--- src/rtl/dt_pkg.sv ---
// Shared widths, node-word layout, node helpers and FSM states for the decision-tree classifier.
// Latency: none (declarations only).
// Backpressure: n/a.
package dt_pkg;

    localparam int FEAT_W    = 10;
    localparam int N_FEAT    = 3;
    localparam int N_CLASS   = 3;
    localparam int N_NODES   = 16;
    localparam int MAX_DEPTH = 8;

    localparam int FSEL_W  = $clog2(N_FEAT);
    localparam int IDX_W   = $clog2(N_NODES);
    localparam int CLS_W   = $clog2(N_CLASS);
    localparam int DEPTH_W = $clog2(MAX_DEPTH);
    localparam int FVEC_W  = N_FEAT * FEAT_W;

    // Node word field offsets, LSB first
    localparam int LEAF_OFS  = 0;
    localparam int FSEL_OFS  = LEAF_OFS + 1;
    localparam int THR_OFS   = FSEL_OFS + FSEL_W;
    localparam int LEFT_OFS  = THR_OFS + FEAT_W;
    localparam int RIGHT_OFS = LEFT_OFS + IDX_W;
    localparam int CLS_OFS   = RIGHT_OFS + IDX_W;
    localparam int NODE_W    = CLS_OFS + CLS_W;

    // Declared MSB first so the packed layout equals the LSB-first field order above
    typedef struct packed {
        logic [CLS_W-1:0]  cls;
        logic [IDX_W-1:0]  right;
        logic [IDX_W-1:0]  left;
        logic [FEAT_W-1:0] thresh;
        logic [FSEL_W-1:0] feat_sel;
        logic              is_leaf;
    } node_t;

    // Default table entry: a leaf with every other field zero, i.e. "class 0"
    localparam logic [NODE_W-1:0] NODE_RESET = NODE_W'(1);

    typedef enum logic [1:0] {
        ST_IDLE = 2'd0,
        ST_WALK = 2'd1,
        ST_DONE = 2'd2
    } state_t;

    function automatic node_t unpack_node(input logic [NODE_W-1:0] word);
        return node_t'(word);
    endfunction

    // Builds a node word from plain integers; out-of-range values are truncated to field width
    function automatic logic [NODE_W-1:0] make_node(input logic is_leaf, input int feat_sel,
                                                    input int thresh, input int left,
                                                    input int right, input int cls);
        node_t n;
        n.is_leaf  = is_leaf;
        n.feat_sel = FSEL_W'(feat_sel);
        n.thresh   = FEAT_W'(thresh);
        n.left     = IDX_W'(left);
        n.right    = IDX_W'(right);
        n.cls      = CLS_W'(cls);
        return n;
    endfunction

endpackage

--- src/rtl/dt_node_eval.sv ---
// Evaluates one tree node: unpack, feature select, unsigned compare, next index / leaf / fault.
// Latency: purely combinational.
// Backpressure: none; the caller decides when the result is used.
module dt_node_eval
    import dt_pkg::*;
(
    input  logic [NODE_W-1:0] node_word,
    input  logic [FVEC_W-1:0] feat,
    output logic              leaf,
    output logic [IDX_W-1:0]  next_idx,
    output logic [CLS_W-1:0]  cls,
    output logic              bad
);

    node_t             n;
    logic [FEAT_W-1:0] fval;
    logic              go_left;
    logic              fsel_bad;
    logic              child_bad;
    logic              cls_bad;

    assign n = unpack_node(node_word);

    // Feature mux; an out-of-range selector yields zero and is flagged separately
    always_comb begin
        fval = '0;
        for (int k = 0; k < N_FEAT; k++) begin
            if (n.feat_sel == FSEL_W'(k)) begin
                fval = feat[k*FEAT_W +: FEAT_W];
            end
        end
    end

    assign go_left  = (fval <= n.thresh);
    assign next_idx = go_left ? n.left : n.right;
    assign leaf     = n.is_leaf;
    assign cls      = n.cls;

    // Range checks only exist when the field can encode values beyond the legal range
    generate
        if (N_FEAT < (1 << FSEL_W)) begin : g_fsel_chk
            assign fsel_bad = (n.feat_sel >= FSEL_W'(N_FEAT));
        end else begin : g_fsel_full
            assign fsel_bad = 1'b0;
        end
        if (N_NODES < (1 << IDX_W)) begin : g_idx_chk
            assign child_bad = (next_idx >= IDX_W'(N_NODES));
        end else begin : g_idx_full
            assign child_bad = 1'b0;
        end
        if (N_CLASS < (1 << CLS_W)) begin : g_cls_chk
            assign cls_bad = (n.cls >= CLS_W'(N_CLASS));
        end else begin : g_cls_full
            assign cls_bad = 1'b0;
        end
    endgenerate

    assign bad = n.is_leaf ? cls_bad : (fsel_bad | child_bad);

endmodule

--- src/rtl/dt_classifier_seq.sv ---
// Table-driven decision-tree classifier: one feature vector per transaction, one node per cycle.
// Latency: vector accepted at edge t, leaf at depth d -> out_valid sampled high from edge t+2+d.
// Backpressure: result held in DONE until out_ready; in_ready low and table writes dropped meanwhile.
module dt_classifier_seq
    import dt_pkg::*;
(
    input  logic               CLK,
    input  logic               RST,
    input  logic [FVEC_W-1:0]  feat_in,
    input  logic               in_valid,
    output logic               in_ready,
    output logic [N_CLASS-1:0] decision,
    output logic [CLS_W-1:0]   class_idx,
    output logic               err,
    output logic               out_valid,
    input  logic               out_ready,
    input  logic               cfg_we,
    input  logic [IDX_W-1:0]   cfg_addr,
    input  logic [NODE_W-1:0]  cfg_wdata,
    output logic               cfg_busy
);

    state_t             state_q;
    state_t             state_d;
    logic [NODE_W-1:0]  node_tbl [N_NODES];
    logic [FVEC_W-1:0]  feat_q;
    logic [IDX_W-1:0]   cur_q;
    logic [DEPTH_W-1:0] depth_q;
    logic [N_CLASS-1:0] decision_q;
    logic [CLS_W-1:0]   class_idx_q;
    logic               err_q;

    logic               accept;
    logic               step;
    logic               finish;
    logic               fin_err;
    logic               depth_last;
    logic               addr_ok;
    logic               tbl_we;
    logic [NODE_W-1:0]  cur_node;
    logic               ev_leaf;
    logic               ev_bad;
    logic [IDX_W-1:0]   ev_next;
    logic [CLS_W-1:0]   ev_cls;

    assign cur_node = node_tbl[cur_q];

    dt_node_eval u_node_eval (
        .node_word (cur_node),
        .feat      (feat_q),
        .leaf      (ev_leaf),
        .next_idx  (ev_next),
        .cls       (ev_cls),
        .bad       (ev_bad)
    );

    assign depth_last = ((32'(depth_q) + 1) == MAX_DEPTH);

    generate
        if (N_NODES < (1 << IDX_W)) begin : g_addr_chk
            assign addr_ok = (cfg_addr < IDX_W'(N_NODES));
        end else begin : g_addr_full
            assign addr_ok = 1'b1;
        end
    endgenerate

    // Writes land only in IDLE; a write coinciding with accept is seen by the walk's first read
    assign tbl_we = cfg_we && (state_q == ST_IDLE) && addr_ok;

    // Node table: reset to all-leaf class 0, written from the config port
    always_ff @(posedge CLK or negedge RST) begin
        if (!RST) begin
            for (int i = 0; i < N_NODES; i++) begin
                node_tbl[i] <= NODE_RESET;
            end
        end else if (tbl_we) begin
            node_tbl[cfg_addr] <= cfg_wdata;
        end
    end

    // State register
    always_ff @(posedge CLK or negedge RST) begin
        if (!RST) begin
            state_q <= ST_IDLE;
        end else begin
            state_q <= state_d;
        end
    end

    // Next state plus accept/step/finish strobes for the datapath
    always_comb begin
        state_d = state_q;
        accept  = 1'b0;
        step    = 1'b0;
        finish  = 1'b0;
        fin_err = 1'b0;
        case (state_q)
            ST_IDLE: begin
                if (in_valid) begin
                    accept  = 1'b1;
                    state_d = ST_WALK;
                end
            end
            ST_WALK: begin
                if (ev_bad) begin
                    finish  = 1'b1;
                    fin_err = 1'b1;
                    state_d = ST_DONE;
                end else if (ev_leaf) begin
                    finish  = 1'b1;
                    state_d = ST_DONE;
                end else if (depth_last) begin
                    finish  = 1'b1;
                    fin_err = 1'b1;
                    state_d = ST_DONE;
                end else begin
                    step = 1'b1;
                end
            end
            ST_DONE: begin
                if (out_ready) begin
                    state_d = ST_IDLE;
                end
            end
            default: begin
                state_d = ST_IDLE;
            end
        endcase
    end

    // Walk datapath: capture features, advance the node pointer, latch the result
    always_ff @(posedge CLK or negedge RST) begin
        if (!RST) begin
            feat_q      <= '0;
            cur_q       <= '0;
            depth_q     <= '0;
            decision_q  <= '0;
            class_idx_q <= '0;
            err_q       <= 1'b0;
        end else begin
            if (accept) begin
                feat_q  <= feat_in;
                cur_q   <= '0;
                depth_q <= '0;
            end
            if (step) begin
                cur_q   <= ev_next;
                depth_q <= depth_q + 1'b1;
            end
            if (finish) begin
                err_q       <= fin_err;
                decision_q  <= fin_err ? '0 : (N_CLASS'(1) << ev_cls);
                class_idx_q <= fin_err ? '0 : ev_cls;
            end
        end
    end

    assign in_ready  = (state_q == ST_IDLE);
    assign cfg_busy  = (state_q != ST_IDLE);
    assign out_valid = (state_q == ST_DONE);
    assign decision  = decision_q;
    assign class_idx = class_idx_q;
    assign err       = err_q;

endmodule

--- config.mk ---
export PLATFORM = sky130hd
export DESIGN_NAME = dt_classifier_seq
export DESIGN_NICKNAME = d
export VERILOG_FILES = /design/src/rtl/dt_pkg.sv /design/src/rtl/dt_node_eval.sv /design/src/rtl/dt_classifier_seq.sv
export SDC_FILE = /design/constraint.sdc
export NUM_CORES = 1
export LEC_CHECK = 0
export CAP_MARGIN = 20
export CORE_ASPECT_RATIO = 0.75
export CORE_MARGIN = 2
export CORE_UTILIZATION = 25
export DETAILED_ROUTE_END_ITERATION = 12
export PLACE_DENSITY = 0.48
export SETUP_SLACK_MARGIN = 0.05
export SLEW_MARGIN = 20
export SYNTH_ARGS = -nofsm -noshare
export SYNTH_HDL_FRONTEND = slang
export SYNTH_SLANG_ARGS = --single-unit
export TNS_END_PERCENT = 30
--- constraint.sdc ---
create_clock -name CLK -period 3.9 [get_ports CLK]
set_input_delay 0.39 -clock CLK [delete_from_list [all_inputs] [get_ports CLK]]
set_output_delay 0.39 -clock CLK [all_outputs]
set_load 0.01 [all_outputs]
==> impl_metrics.env <==
export IMPL_run_status="complete, no violations"
export IMPL_final_cycle_share=0.918
export IMPL_crit_path_max_fanout=7
export IMPL_finalSetupTns_ns=0
export IMPL_placementRows=86
export IMPL_max_clock_freq_mhz=279
export IMPL_globalRouteTotalUtil=0.136
export IMPL_cp_startpoint="cur_q[0]"
export IMPL_drt_drc_violations_left=0
export IMPL_worstReg2RegStart="cur_q[0]"
export IMPL_synthDominantAreaCellType="dfrtp_1"
export IMPL_routed_wirelength_mm=51.8
export IMPL_grt_first_pass_wirelength_mm=78.4
export IMPL_synthesis_area_um2=18800
export IMPL_first_iter_violations=751
export IMPL_maxCapViolCount=0
export IMPL_netlist_instances=1243
export IMPL_netlist_area_leader_share=0.530
export IMPL_via_per_inst=4.67
export IMPL_crit_buf_inv=5
export IMPL_gp_congestion=0.726
export IMPL_clock_sinks=413
export IMPL_critical_path_startpoint_type="register"
export IMPL_sequentialPowerShare=0.416
export IMPL_core_region_area_um2=73900
export IMPL_synth_enable_flop_cells=0
export IMPL_worstRegToRegCells=14
export IMPL_grt_ovfl_total=0
export IMPL_number_of_nets_in_the_layout=1389
export IMPL_share_comb_of_total_power=0.337
export IMPL_least_setup_slack_across_all_paths_after_layout_ns=0.320
export IMPL_cpPeakStageDelay_ns=0.53
export IMPL_die_height_um=241
export IMPL_worst_path_most_repeated_cell="buf_4"
export IMPL_fp_dieW_um=320
export IMPL_grt_setup_unrepaired="no"
export IMPL_setup_worst_path_class="reg -> reg"
export IMPL_worst_ir_drop_vdd_v=0.000430
export IMPL_clock_latency_ns=0.56
export IMPL_clockRootBuffer="clkbuf_16"
export IMPL_grt_pass1_vias=11500
export IMPL_min_delay_worst_endpoint="feat_q[5]"
export IMPL_power_report_internal_total_mw=12.0
export IMPL_netlist_cell_type_count=33
export IMPL_post_synth_main_area_contributors="dfrtp_1 53%, mux2_2 22%, mux4_2 13%"
export IMPL_ys_dominant_reg_cell="dfrtp_1"
export IMPL_synthesis_area_per_instance_um2=15.1
export IMPL_dr_total_vias=10800
export IMPL_critical_path_endpoint_type="register"
export IMPL_ant_nets=0
export IMPL_finalMaxSlewViolations=0
export IMPL_numCtsBuffers=44
export IMPL_critPathTopFamily="multiplexers"
export IMPL_buffer_levels_on_the_longest_clock_path=3
export IMPL_initial_cell_density_of_the_core=0.254
export IMPL_clock_skew_final_ns=0.0238
export IMPL_worst_hold_path_num_cells=3
export IMPL_tritoncts="yes"
export IMPL_power_density_nw_per_um2=776
export IMPL_power_frac_clock=0.247
export IMPL_switchingPower_mw=5.26
export IMPL_ys_ff_latch=413
export IMPL_r2r_setup_slack_ns=0.32
export IMPL_netSwitchingFraction=0.304
export IMPL_worst_hold_startpoint="feat_in[5]"
export IMPL_critical_path_arrival_ns=4.00
export IMPL_cp_slowest_cell="mux4_2"
export IMPL_antenna_found_initial=4
export IMPL_synth_net_count=1316
export IMPL_worst_path_clk_slew_ns=0.06
export IMPL_htreeDepth=2
export IMPL_worst_flop_to_flop_path_endpoint="cur_q[2]"
export IMPL_min_period_ns=3.58
export IMPL_timing_max_slew_rel_slack=0.399
export IMPL_crit_chain="clkbuf_4 > buf_4 > buf_4 > mux4_2 > mux4_2 > clkinvlp_4 > ha_1 > nand4_1 > nor3_2 > nor3_1 > a21oi_2 > buf_4 > mux2i_1 > mux2i_1"
export IMPL_synthToLayoutAreaGrowth_pct=18.7
export IMPL_power_leakage_nw=9.75
export IMPL_worst_slew_pin_transition_ns=0.901
export IMPL_route_detailed_wl_per_inst_um=22.3
export IMPL_final_hold_violation_count=0
export IMPL_power_mw=17.3
export IMPL_yosysWarningCount=0
export IMPL_grt_start_max_net_pins=98
export IMPL_min_path_type="in -> reg"
export IMPL_setup_violations=0
export IMPL_detailedRoute_firstPassIterationCount=4
export IMPL_post_route_cells_drive_above_1_share=0.462
export IMPL_io_pins=71
export IMPL_synth_sequential_area_ratio=0.552
export IMPL_detailed_place_hpwl_mm=30.3
export IMPL_dp_slack_ns=0.162
export IMPL_design_die_area_um2=77300
export IMPL_place_port_buffers=70
export IMPL_postSynth_asyncResetShare=1.00
export IMPL_timing_critical_path_required_ns=4.32
-- synth_stat cells (5+ instances only) --
library cell and number:
inv_1 16, a21o_1 5, clkbuf_1 58, buf_1 14
nor3_1 5, dfstp_2 16, a21oi_1 11, mux2i_1 21
a22oi_1 6, mux2_2 370, mux4_2 106, nor2b_1 9
nor2_1 16, ha_1 11, buf_2 20, o21ai_0 13
nand2_1 120, dfrtp_1 397
-- worst max path at each step --
| stage | end | slack (ns) | cells after the start |
|---|---|---|---|
| final | cur_q[2] | 0.32 | 14 |
| after global routing | cur_q[2] | 0.04 | 14 |
| after CTS | cur_q[2] | 0.14 | 14 |
| after detailed placement | cur_q[2] | 0.16 | 14 |
| after global placement | cur_q[0] | 0.24 | 15 |
| after floorplan | cur_q[0] | 0.14 | 15 |
-- metrics by stage --
stage	cell area, um2	cells	util	hold slack [ns]
floorplan	18800	1243	-	0.0944
global placement	20800	2234	0.281	0.469
detailed placement	20800	2234	0.281	0.466
CTS	22200	2315	0.301	0.353
global route	22300	2318	0.301	0.366
finish	22300	2321	0.301	0.373
-- final cells by class --
type / count / area, um2
fill: 7279 / 51600
sequential: 413 / 10400
multi-input combinational: 721 / 8050
clock buffer: 69 / 1250
tap: 968 / 1210
timing repair buffer: 120 / 1130
clock inverter: 11 / 195
inverter: 16 / 63.8
antenna: 3 / 7.51
-- worst min-delay path: cells and delay by family --
family / cells / cell delay (ns)
simple gates: 2 / 0.10
buf+inv: 1 / 0.40
-- routing by layer --
metal,GRT usage,up-vias,part of all wire
met5,0,-,0.00050
met2,0.195,203,0.42
li1,-,4691,-
met3,0.0292,69,0.062
met1,0.209,5880,0.50
met4,0.0292,4,0.017
-- logic make-up after synthesis --
kind of cell	after synthesis	synth area share
compound gates	42	0.0148
mux	500	0.365
simple gates	168	0.0377
fa+ha+maj	11	0.00734
buf+inv	109	0.0235
flops	413	0.552
-- cell usage in the layout (no fill, tap or decap), drive strengths merged, types with 9 or more instances in the layout --
cell type	synthesis	final
o21ai	13	13
clkdlybuf4s50	0	69
mux4	109	109
clkbuf	58	70
ha	11	11
nand2	120	120
a21oi	11	11
buf	35	49
inv	16	16
dfstp	16	16
mux2	370	370
dfrtp	397	397
mux2i	21	21
nor2b	9	9
nor2	17	17
-- timing repair --
item	4_1_cts	5_1_grt
resized for setup	0	6
hold buffers	1	0
hold endpoints to repair	79	0
setup endpoints to repair	0	4
setup buffers	0	3
-- flip-flops by register name, summed over array words and instances, names as in the netlist --
register / count
class_idx: 2
cur_q: 4
decision: 3
depth_q: 3
err: 1
feat_q: 30
node_tbl: 368
state_q: 2
-- power groups by stage --
stage / sequential, mW / clock [mW] / combinational [mW]
after floorplan: 6.85 / 0 / 4.30
after global placement: 7.20 / 0 / 5.67
after detailed placement: 7.24 / 0 / 5.81
after CTS: 7.18 / 4.42 / 5.83
after global routing: 7.41 / 4.60 / 6.38
final: 7.18 / 4.27 / 5.82
(Power assumes the default switching activity.)
